==> src/rtl/cursor_select_ctrl.sv <==
// -----------------------------------------------------------------------------
// cursor_select_ctrl
//
// Turns five raw push buttons into a 3x3 board cursor for the pixel mapper and
// hands a chosen free cell to the game-logic FSM.
//
// Ports:
//   clk, rst_n         system clock, asynchronous active-low reset
//   btn_up/down/left/right/sel  raw active-high buttons, asynchronous to clk
//   turn_active        high while the local player may choose a cell
//   board_occ[8:0]     bit i set = cell i already occupied
//   player_pos[3:0]    cursor cell 0..8, row-major (row = pos/3, col = pos%3)
//   player_enable      cursor visible; blinks while selecting
//   place_valid        placement request pending
//   place_pos[3:0]     requested cell, stable while place_valid is high
//   place_ready        game logic accepts the request
//   sel_reject         one-cycle pulse when select hits an occupied cell
//
// Handshake: place_valid rises with place_pos and both hold until the first
// clock edge that sees place_valid && place_ready; place_valid is low on the
// following cycle. place_ready may already be high when place_valid rises.
// Only an asynchronous reset withdraws a pending request.
// -----------------------------------------------------------------------------
module cursor_select_ctrl #(
    parameter int DEB_CYCLES = 250000,
    parameter int BLINK_DIV  = 6250000
) (
    input  logic       clk,
    input  logic       rst_n,
    input  logic       btn_up,
    input  logic       btn_down,
    input  logic       btn_left,
    input  logic       btn_right,
    input  logic       btn_sel,
    input  logic       turn_active,
    input  logic [8:0] board_occ,
    output logic [3:0] player_pos,
    output logic       player_enable,
    output logic       place_valid,
    output logic [3:0] place_pos,
    input  logic       place_ready,
    output logic       sel_reject
);

    localparam int DW = $clog2(DEB_CYCLES + 1);
    localparam int BW = $clog2(BLINK_DIV + 1);
    localparam logic [DW-1:0] DEB_LAST   = DW'(DEB_CYCLES - 1);
    localparam logic [BW-1:0] BLINK_LAST = BW'(BLINK_DIV - 1);

    typedef enum logic [1:0] {
        IDLE   = 2'd0,
        SELECT = 2'd1,
        PLACE  = 2'd2
    } state_t;

    state_t state, state_d;

    // Button vector order: 0 sel, 1 up, 2 down, 3 left, 4 right.
    logic [4:0] raw, sync1, sync2, deb, deb_d, press;
    assign raw = {btn_right, btn_left, btn_down, btn_up, btn_sel};

    // Synchronizer plus registered rising-edge detect on the debounced level.
    always_ff @(posedge clk or negedge rst_n) begin
        if (!rst_n) begin
            sync1 <= '0;
            sync2 <= '0;
            deb_d <= '0;
            press <= '0;
        end else begin
            sync1 <= raw;
            sync2 <= sync1;
            deb_d <= deb;
            press <= deb & ~deb_d;
        end
    end

    // The level follows the synced input only after DEB_CYCLES consecutive
    // differing samples; agreeing with it again restarts the count.
    for (genvar i = 0; i < 5; i++) begin : g_deb
        logic [DW-1:0] cnt;
        logic          level;
        always_ff @(posedge clk or negedge rst_n) begin
            if (!rst_n) begin
                cnt   <= '0;
                level <= 1'b0;
            end else if (sync2[i] == level) begin
                cnt <= '0;
            end else if (cnt == DEB_LAST) begin
                cnt   <= '0;
                level <= sync2[i];
            end else begin
                cnt <= cnt + DW'(1);
            end
        end
        assign deb[i] = level;
    end

    // One action per cycle: sel > up > down > left > right.
    logic act_sel, act_up, act_down, act_left, act_right, act_move;
    assign act_sel   = press[0];
    assign act_up    = press[1] & ~press[0];
    assign act_down  = press[2] & ~|press[1:0];
    assign act_left  = press[3] & ~|press[2:0];
    assign act_right = press[4] & ~|press[3:0];
    assign act_move  = act_up | act_down | act_left | act_right;

    logic [1:0] col;
    always_comb begin
        case (player_pos)
            4'd0, 4'd3, 4'd6: col = 2'd0;
            4'd1, 4'd4, 4'd7: col = 2'd1;
            default:          col = 2'd2;
        endcase
    end

    logic [BW-1:0] blink_cnt, blink_d;
    logic [3:0]    pos_d, ppos_d;
    logic          en_d, valid_d, rej_d;

    always_comb begin
        state_d = state;
        pos_d   = player_pos;
        en_d    = player_enable;
        blink_d = blink_cnt;
        valid_d = place_valid;
        ppos_d  = place_pos;
        rej_d   = 1'b0;
        case (state)
            IDLE: begin
                en_d = 1'b0;
                if (turn_active) begin
                    state_d = SELECT;
                    en_d    = 1'b1;
                    blink_d = '0;
                end
            end
            SELECT: begin
                if (blink_cnt == BLINK_LAST) begin
                    blink_d = '0;
                    en_d    = ~player_enable;
                end else begin
                    blink_d = blink_cnt + BW'(1);
                end
                if (!turn_active) begin
                    state_d = IDLE;
                    en_d    = 1'b0;
                end else if (act_sel) begin
                    if (board_occ[player_pos]) begin
                        rej_d = 1'b1;
                    end else begin
                        state_d = PLACE;
                        valid_d = 1'b1;
                        ppos_d  = player_pos;
                        en_d    = 1'b1;
                    end
                end else if (act_move) begin
                    // A moved cursor is shown immediately and gets a full
                    // visible half-period.
                    en_d    = 1'b1;
                    blink_d = '0;
                    if (act_up) begin
                        pos_d = (player_pos >= 4'd3) ? player_pos - 4'd3 : player_pos + 4'd6;
                    end else if (act_down) begin
                        pos_d = (player_pos <= 4'd5) ? player_pos + 4'd3 : player_pos - 4'd6;
                    end else if (act_left) begin
                        pos_d = (col == 2'd0) ? player_pos + 4'd2 : player_pos - 4'd1;
                    end else begin
                        pos_d = (col == 2'd2) ? player_pos - 4'd2 : player_pos + 4'd1;
                    end
                end
            end
            PLACE: begin
                // turn_active is deliberately ignored: the request stays
                // until the game logic takes it.
                en_d = 1'b1;
                if (place_ready) begin
                    valid_d = 1'b0;
                    state_d = IDLE;
                    en_d    = 1'b0;
                end
            end
            default: begin
                state_d = IDLE;
                en_d    = 1'b0;
                valid_d = 1'b0;
            end
        endcase
    end

    always_ff @(posedge clk or negedge rst_n) begin
        if (!rst_n) begin
            state         <= IDLE;
            player_pos    <= 4'd4;
            player_enable <= 1'b0;
            blink_cnt     <= '0;
            place_valid   <= 1'b0;
            place_pos     <= 4'd0;
            sel_reject    <= 1'b0;
        end else begin
            state         <= state_d;
            player_pos    <= pos_d;
            player_enable <= en_d;
            blink_cnt     <= blink_d;
            place_valid   <= valid_d;
            place_pos     <= ppos_d;
            sel_reject    <= rej_d;
        end
    end

endmodule

==> config.mk <==
export PLATFORM = sky130hd
export DESIGN_NAME = cursor_select_ctrl
export DESIGN_NICKNAME = d
export VERILOG_FILES = /design/src/rtl/cursor_select_ctrl.sv
export SDC_FILE = /design/constraint.sdc
export NUM_CORES = 1
export LEC_CHECK = 0
export CORE_MARGIN = 4
export CORE_UTILIZATION = 55
export DETAILED_ROUTE_END_ITERATION = 8
export PLACE_DENSITY = 0.83
export SETUP_SLACK_MARGIN = 0.15
export SLEW_MARGIN = 0
export SYNTH_ARGS = -nofsm -noshare
export SYNTH_HDL_FRONTEND = slang
export SYNTH_SLANG_ARGS = --single-unit
==> constraint.sdc <==
create_clock -name clk -period 2.9 [get_ports clk]
set_clock_uncertainty 0.15 [all_clocks]
set_input_delay 0.29 -clock clk [delete_from_list [all_inputs] [get_ports clk]]
set_output_delay 0.29 -clock clk [all_outputs]
set_load 0.1 [all_outputs]
# [Word-level counts from Yosys, hierarchy flattened]
# Index checks and enable logic that the tools add are counted.
[classes] div=0 magnitude_cmp=3 n_bitwise=18 n_mul=0 n_eq_ne=26 n_reduce_logical=22 muxes=49 shift=0 addsub=14
[ops] cell="$mux W18" count=10
[ops] cell="$mux W23" count=5
[ops] cell="$add A18 B1 Y18 const B" count=5
[ops] cell="$eq A18 B18 Y1 const B" count=5
[ops] cell="$pmux W23 S2" count=1
[ops] cell="$mux W4" count=7
[ops] cell="$add A23 B1 Y23 const B" count=1
[ops] cell="$eq A23 B23 Y1 const B" count=1
[ops] cell="$mux W1" count=16
[ops] cell="$eq A4 B3 Y1 const B" count=3
[ops] cell="$reduce_and A2 Y1" count=6
[ops] cell="$reduce_and A4 Y1" count=3
[ops] cell="$mux W2" count=5
[ops] cell="$ne A2 B2 Y1 const B" count=5
[ops] cell="$not A1 Y1" count=9
[ops] cell="$reduce_or A3 Y1" count=3
[ops] cell="$add A4 B2 Y4 const B" count=2
[ops] cell="$sub A4 B2 Y4 const B" count=2
[ops] cell="$ne A3 B3 Y1 const B" count=2
[ops] cell="$pmux W1 S3" count=2
[ops] cell="$pmux W2 S3" count=1
[ops] cell="$and A5 B5 Y5" count=1
[ops] cell="$eq A1 B1 Y1" count=5
[ops] cell="$lt A4 B5 Y1 const B" count=1
[ops] cell="other kinds (22)" count=31
[word_totals] elab_cells=153 latch_bits=0 mem_bits_ro=0 reg_bits=151 mem_count=0 input_bits=18 mem_bits_rw=0 output_inout_bits=11

# [Logic depth before layout (Yosys ltp)]
# Gate-level depths: netlist of run 1.
[logic_depth] depth_word=10 mapped_depth=8 mapped_depth_nobuf=7

# [Worst setup path after synthesis of run 1]
# No wires, ideal clock.
[synth_path] kind="register to register" start="register player_pos[1]" end="register player_pos[3]" arrival_time_ns=2.899 slack_ns=-0.295 n_path_buf=1 stages_incl_launch_ff=9 required_time_ns=2.605 setup_time_ns=0.145 period_less_slack_ns=3.195 path_cell_list="dfrtp_1 > clkbuf_1 > inv_1 > ha_1 > or3b_1 > a221oi_2 > mux2i_1 > mux2i_1 > o221ai_1"
[synth_between] elab_chain_len=8 word_cells_on_any_way=28 cone_classes="add/sub (8); order compare (2); eq/ne (6); mux (8); reduce/logical (4)"
[synth_lines] item="from (decl)" line="37" source="output logic [3:0] player_pos,"
[synth_lines] item="from (signal assigned)" line="201" source="player_pos <= pos_d;"
[synth_lines] item="$eq A4 B1 Y1 (tied with other cells)" line="109" source="case (player_pos)"
[synth_lines] item="$reduce_or A3 Y1" line="109"
[synth_lines] item="$pmux W2 S2" line="109"
[synth_lines] item="$eq A2 B2 Y1 or $logic_not A2 Y1 (tied branches)" line="168, 166"
[synth_lines] item="$mux W4 (on tied branches)" line="168, 166"
[synth_lines] item="$mux W4" line="165" source="end else if (act_left) begin"
[synth_lines] item="$mux W4" line="163" source="end else if (act_down) begin"
[synth_lines] item="$mux W4 *" line="161" source="if (act_up) begin"
# Every way passes the cells marked *; elsewhere a longest branch is shown, timed or not.
# A chain may end at the register's enable or synchronous reset.

# [Final worst setup path of run 1]
# Same ends and word-level chain as after synthesis.

==> impl_metrics.csv, run 1 <==
group,metric,value,unit
outcome,outcome,"complete, no violations",
layout,final_cell_mix,"dfrtp_1 (148), nor2_1 (129), nand3_1 (55)",
layout,final_common_cell,"dfrtp_1",
global_routing,grt_pass1_wl,25.1,mm
layout,drive_gt1_share,8.05,%
layout,final_core_util,63.8,%
logic_synthesis,synthCells,767,
sta,finalSetupTns,0,ps
logic_synthesis,postSynth.asyncResetShare,100,%
sta,slew_violations,0,
pwr,combPwrFrac,4.5,%
worst_setup_path,regToRegSetupSlack,300,ps
worst_setup_path,slowest_stage,"dfrtp_4",
place,preCtsSetupSlack,305,ps
global_routing,track_usage,19.0,%
logic_synthesis,ys_types,59,
pwr,pwr-share-seq,50.0,%
cts,clock_latency,430,ps
logic_synthesis,synth.avg_cell_area,9.86,sq um
pwr,pwr_density_cell,515,mW/mm^2
cts,path_clk_slew,70,ps
drt,postRouteAntennaNets,0,
hold_path,hold_end,"sync1[0]",
sta,fin_crit,2600,ps
logic_synthesis,synth_edf_count,0,
pwr,clkPwrFrac,45.4,%
layout,syn2layout_area_growth,12.6,%
cts,h-tree-depth,4,
sta,hold_violations,0,
logic_synthesis,ys_ff_latch,151,
logic_synthesis,syn_area,0.00756,sq mm
floorplanning,rows,42,
hold_path,hold_path.class,"input pin to register",
floorplanning,die_w,125,microns
pwr,p_leak,3.69,nW
cts,holdBufCountCts,1,
job,maxCapViolCount,0,
layout,fin_cells,983,
place,portBuffers,28,
cts,cts_resized,0,
floorplanning,ios,29,
worst_setup_path,path_cells,"inv_1 > ha_1 > or3b_1 > a221oi_2 > mux2i_1 > mux2i_1 > o221ai_1",
drt,viasPerCell,5.66,
hold_path,hold_path_depth,1,
drt,avgRoutedWirePerCell,14.5,microns
floorplanning,die_y,125,microns
floorplanning,dieArea,0.0157,sq mm
layout,diodes,0,
pwr,intPower,3.37,mW
place,placed_cells,950,
floorplanning,coreArea,0.0133,sq mm
sta,fin_crit_sh,89.6,%
sta,rsz0062_at_grt,"no",
cts,clk_path_buf_depth,2,
sta,slew_headroom,34.6,%
place,placed_area,0.00797,sq mm
sta,setup-violations-final,0,
floorplanning,initial_core_util,56.7,%
place,globalplace.congestion,0.840,
worst_setup_path,endpoint_kind,"register",
drt,first_pass_iters,5,
layout,finalInstanceArea,0.00852,sq mm
drt,dr_total_vias,5563,
hold_path,hp-start,"btn_sel",
worst_setup_path,reg2regPathDepth,7,
drt,drc,0,
layout,nets,827,
sta,max_freq,0.385,GHz
cts,cts_root_buffer,"clkbuf_16",
worst_setup_path,arrival,2730,ps
pwr,power_switching,1.01,mW
global_routing,grt_max_degree,110,
sta,worst_slack,301,ps
worst_setup_path,r2r_end,"player_pos[3]",
cts,cts_tree,"done",
place,hpwl,9.64,mm
pwr,totalPowerFinal,4.39,mW
global_routing,grt_remaining_overflow,0,
worst_setup_path,crit_family,"flip-flops",
logic_synthesis,syn_nets,800,
drt,drt-total-wl,14.2,mm
cts,post_cts_buffers,0,
global_routing,antenna_found_initial,0,
logic_synthesis,ys_seq_area_share,50.0,%
sta,whs,155,ps
cts,cts_sinks,151,
layout,nFillCells,1052,
worst_setup_path,max_stage_delay,520,ps
worst_setup_path,crit_type,"register to register",
logic_synthesis,synth-main-ff-cell,"dfrtp_1",
worst_setup_path,cpMostUsedCell,"mux2i_1",
worst_setup_path,reg2reg_from,"player_pos[1]",
worst_setup_path,crit_fanout,12,
drt,drtIter0Drc,442,
worst_setup_path,worst-path-buf-inv,1,
global_routing,grt_pass1_vias,5392,
worst_setup_path,cp-start-kind,"register",
logic_synthesis,ys_warn_count,0,
pwr,peakVddDrop,0.000410,V
sta,worst_slew_pin_slew,981,ps
pwr,swShare,23.1,%
worst_setup_path,worstPathRequired,3030,ps
cts,cts_buffers,17,
==> how the worst max path moves through the flow <==
stage	startpoint	to	slack (ps)	cells past startpoint
finish	player_pos[1]	player_pos[3]	300	7
global route	player_pos[1]	player_pos[3]	200	7
CTS	player_pos[1]	player_pos[3]	330	7
detailed placement	board_occ[7]	place_pos[2]	300	6
global placement	board_occ[3]	place_pos[0]	400	6
floorplan	player_pos[1]	player_pos[3]	160	8
==> synthesized netlist by cell type (all sizes together), types with 10 or more instances <==
master    n  area [sq um]
a21oi    21           105
a31oi    15          93.8
and3     11          68.8
clkbuf   18          67.6
dfrtp   150          3750
ha       15           188
inv      16          60.1
nand2    50           188
nand2b   19           119
nand3    55           275
nand4    17           106
nor2    129           484
nor3     17          85.1
nor4     21           131
nor4b    10          87.6
o21ai    14          70.1
xnor2    43           377
xor2     48           420
==> routing by layer <==
layer	global-route usage, %	part of all wire (%)	vias up
li1	-	-	2734
met1	25.8	48	2697
met2	30.1	47	112
met3	4.26	3.7	20
met4	7.08	1.5	0
met5	0	0	-
==> cell families (layout without fill, tap and decap cells) <==
family          after synthesis  in the layout  synth area share (%)
simple gates                366            366                  24.2
buf+inv                      43             83                  2.55
xor+xnor                     91             91                  10.5
flops                       151            151                  50.0
compound gates               81             81                  7.01
fa+ha+maj                    15             15                  2.48
mux                          20             20                  3.27
==> worst reg2reg max path, stage by stage (launching register included) <==
cell      delay [ps]
dfrtp_4          520
inv_1            180
ha_1             250
or3b_1           410
a221oi_2         360
mux2i_1          260
mux2i_1          200
o221ai_1         130
==> power groups by stage <==
stage	logic [mW]	clock network, mW	registers, mW
after floorplan	0.107	0	2.23
after global placement	0.195	0	2.23
after detailed placement	0.201	0	2.23
after CTS	0.204	2.03	2.19
after global routing	0.229	2.14	2.20
final	0.199	1.99	2.19
==> state kept, by name, indices dropped and copies added, names as in the netlist <==
| signal | flops |
|---|---|
| g_deb.cnt | 90 |
| blink_cnt | 23 |
| deb_d | 5 |
| g_deb.level | 5 |
| press | 5 |
| sync1 | 5 |
| sync2 | 5 |
| place_pos | 4 |
| player_pos | 4 |
| state | 2 |
| place_valid | 1 |
| player_enable | 1 |
| sel_reject | 1 |
==> final cells by class <==
type	count	area (sq um)	area share [%]
Sequential cell	151	3790	44.5
Multi-Input combinational cell	573	3590	42.2
Clock buffer	23	468	5.49
Timing Repair Buffer	35	322	3.77
Tap cell	176	220	2.58
Clock inverter	9	70.1	0.822
Inverter	16	60.1	0.705
Power figures use the tool's default switching activity.
==> inputs of run 2 (changes only) <==
RECOVER_POWER = 100   (was not set)
==> impl_metrics.csv, run 2 (synthesis gave the netlist of run 1 again) <==
group,metric,value,unit
outcome,outcome,"complete, no violations",
pwr,p_leak,3.62,nW
sta,setup-violations-final,0,
floorplanning,initial_core_util,56.7,%
global_routing,grt_remaining_overflow,0,
sta,max_freq,0.386,GHz
layout,fin_cells,983,
floorplanning,ios,29,
drt,viasPerCell,5.67,
sta,rsz0062_at_grt,"no",
place,placed_cells,950,
global_routing,grt_max_degree,110,
floorplanning,dieArea,0.0157,sq mm
worst_setup_path,cpMostUsedCell,"mux2i_1",
sta,slew_headroom,2.94,%
worst_setup_path,cp.depth,7,
layout,reg_top3,"g_deb.cnt (90), blink_cnt (23)",
worst_setup_path,slowest_stage,"dfrtp_4",
global_routing,grt_pass1_wl,25.1,mm
drt,avgRoutedWirePerCell,14.4,microns
drt,drtIter0Drc,511,
cts,cts_sinks,151,
worst_setup_path,worstPathRequired,3030,ps
worst_setup_path,cp-endpoint,"player_pos[3]",
drt,wl_met1,6.76,mm
cts,clk_path_buf_depth,2,
worst_setup_path,r2r_end,"player_pos[3]",
layout,final_common_cell,"dfrtp_1",
drt,dr_total_vias,5569,
sta,fin_crit_sh,89.2,%
layout,syn2layout_area_growth,11.6,%
pwr,pwr_density_cell,518,mW/mm^2
floorplanning,rows,42,
cts,cts_tree,"done",
drt,met2_length,6.71,mm
pwr,totalPowerFinal,4.37,mW
global_routing,antenna_found_initial,0,
sta,slew_violations,0,
layout,final_cell_mix,"dfrtp_1 (148), nor2_1 (129), nand3_1 (55)",
place,portBuffers,28,
drt,first_pass_iters,5,
floorplanning,die_w,125,microns
cts,clock_latency,420,ps
worst_setup_path,regToRegSetupSlack,310,ps
worst_setup_path,worst-path-buf-inv,1,
layout,top_register,"g_deb.cnt",
drt,drc,0,
drt,drt-total-wl,14.2,mm
worst_setup_path,endpoint_kind,"register",
worst_setup_path,crit_start,"player_pos[1]",
sta,worst_slew_pin_slew,1460,ps
layout,final_core_util,63.2,%
cts,cts_resized,0,
sta,whs,197,ps
sta,hold_violations,0,
global_routing,grt_pass1_vias,5392,
sta,fin_crit,2590,ps
cts,path_clk_slew,70,ps
layout,drive_gt1_share,6.20,%
drt,met3WireLength,533,microns
worst_setup_path,reg2reg_from,"player_pos[1]",
pwr,peakVddDrop,0.000407,V
worst_setup_path,max_stage_delay,510,ps
worst_setup_path,crit_family,"flip-flops",
cts,post_cts_buffers,0,
layout,largest_register_ffs,90,
sta,finalSetupTns,0,ps
cts,cts_root_buffer,"clkbuf_16",
cts,h-tree-depth,4,
layout,diodes,0,
worst_setup_path,crit_type,"register to register",
hold_path,hold_path_depth,0,
hold_path,hold_path.class,"register to register",
cts,holdBufCountCts,1,
job,maxCapViolCount,0,
global_routing,track_usage,19.0,%
drt,highest_layer,"met4",
layout,nets,827,
place,hpwl,9.64,mm
place,globalplace.congestion,0.840,
floorplanning,coreArea,0.0133,sq mm
worst_setup_path,cp-start-kind,"register",
worst_setup_path,reg2regPathDepth,7,
cts,cts_buffers,17,
worst_setup_path,arrival,2720,ps
drt,postRouteAntennaNets,0,
worst_setup_path,path_cells,"inv_1 > ha_1 > or3b_1 > a221oi_2 > mux2i_1 > mux2i_1 > o221ai_1",
floorplanning,die_y,125,microns
worst_setup_path,crit_fanout,12,
==> run 2: routing by layer <==
layer  track usage (%)  up-vias
met5                 0        -
met3              4.26       15
met2              30.1      125
li1                  -     2734
met4              7.08        0
met1              25.8     2695
==> run 2: final cells by class <==
type,count,area (sq um)
Clock inverter,9,70.1
Inverter,16,60.1
Multi-Input combinational cell,573,3580
Fill cell,1070,4910
Sequential cell,151,3790
Tap cell,176,220
Clock buffer,23,468
Timing Repair Buffer,35,256
==> run 2: metrics by stage <==
| step | area (sq um) | setup WS (ps) |
|---|---|---|
| after detailed placement | 7970 | 305 |
| after global placement | 7970 | 405 |
| final | 8440 | 312 |
| after CTS | 8520 | 326 |
| after global routing | 8440 | 108 |
| after floorplan | 7570 | 164 |
==> run 2: worst min-delay path by stage <==
| stage | startpoint | endpoint |
|---|---|---|
| 2_1_floorplan | rst_n | blink_cnt[0] |
| 3_3_place_gp | sync1[3] | sync2[3] |
| 3_5_place_dp | sync1[3] | sync2[3] |
| 4_1_cts | btn_sel | sync1[0] |
| 5_1_grt | sync1[3] | sync2[3] |
| 6_report | sync1[3] | sync2[3] |
==> run 2: power by group <==
part / total (mW) / internal [mW] / switching [mW] / leakage [nW]
Combinational: 0.191 / 0.0707 / 0.120 / 1.32
Sequential: 2.19 / 2.15 / 0.0416 / 2.05
Clock: 1.99 / 1.14 / 0.845 / 0.250
Total: 4.37 / 3.37 / 1.01 / 3.62
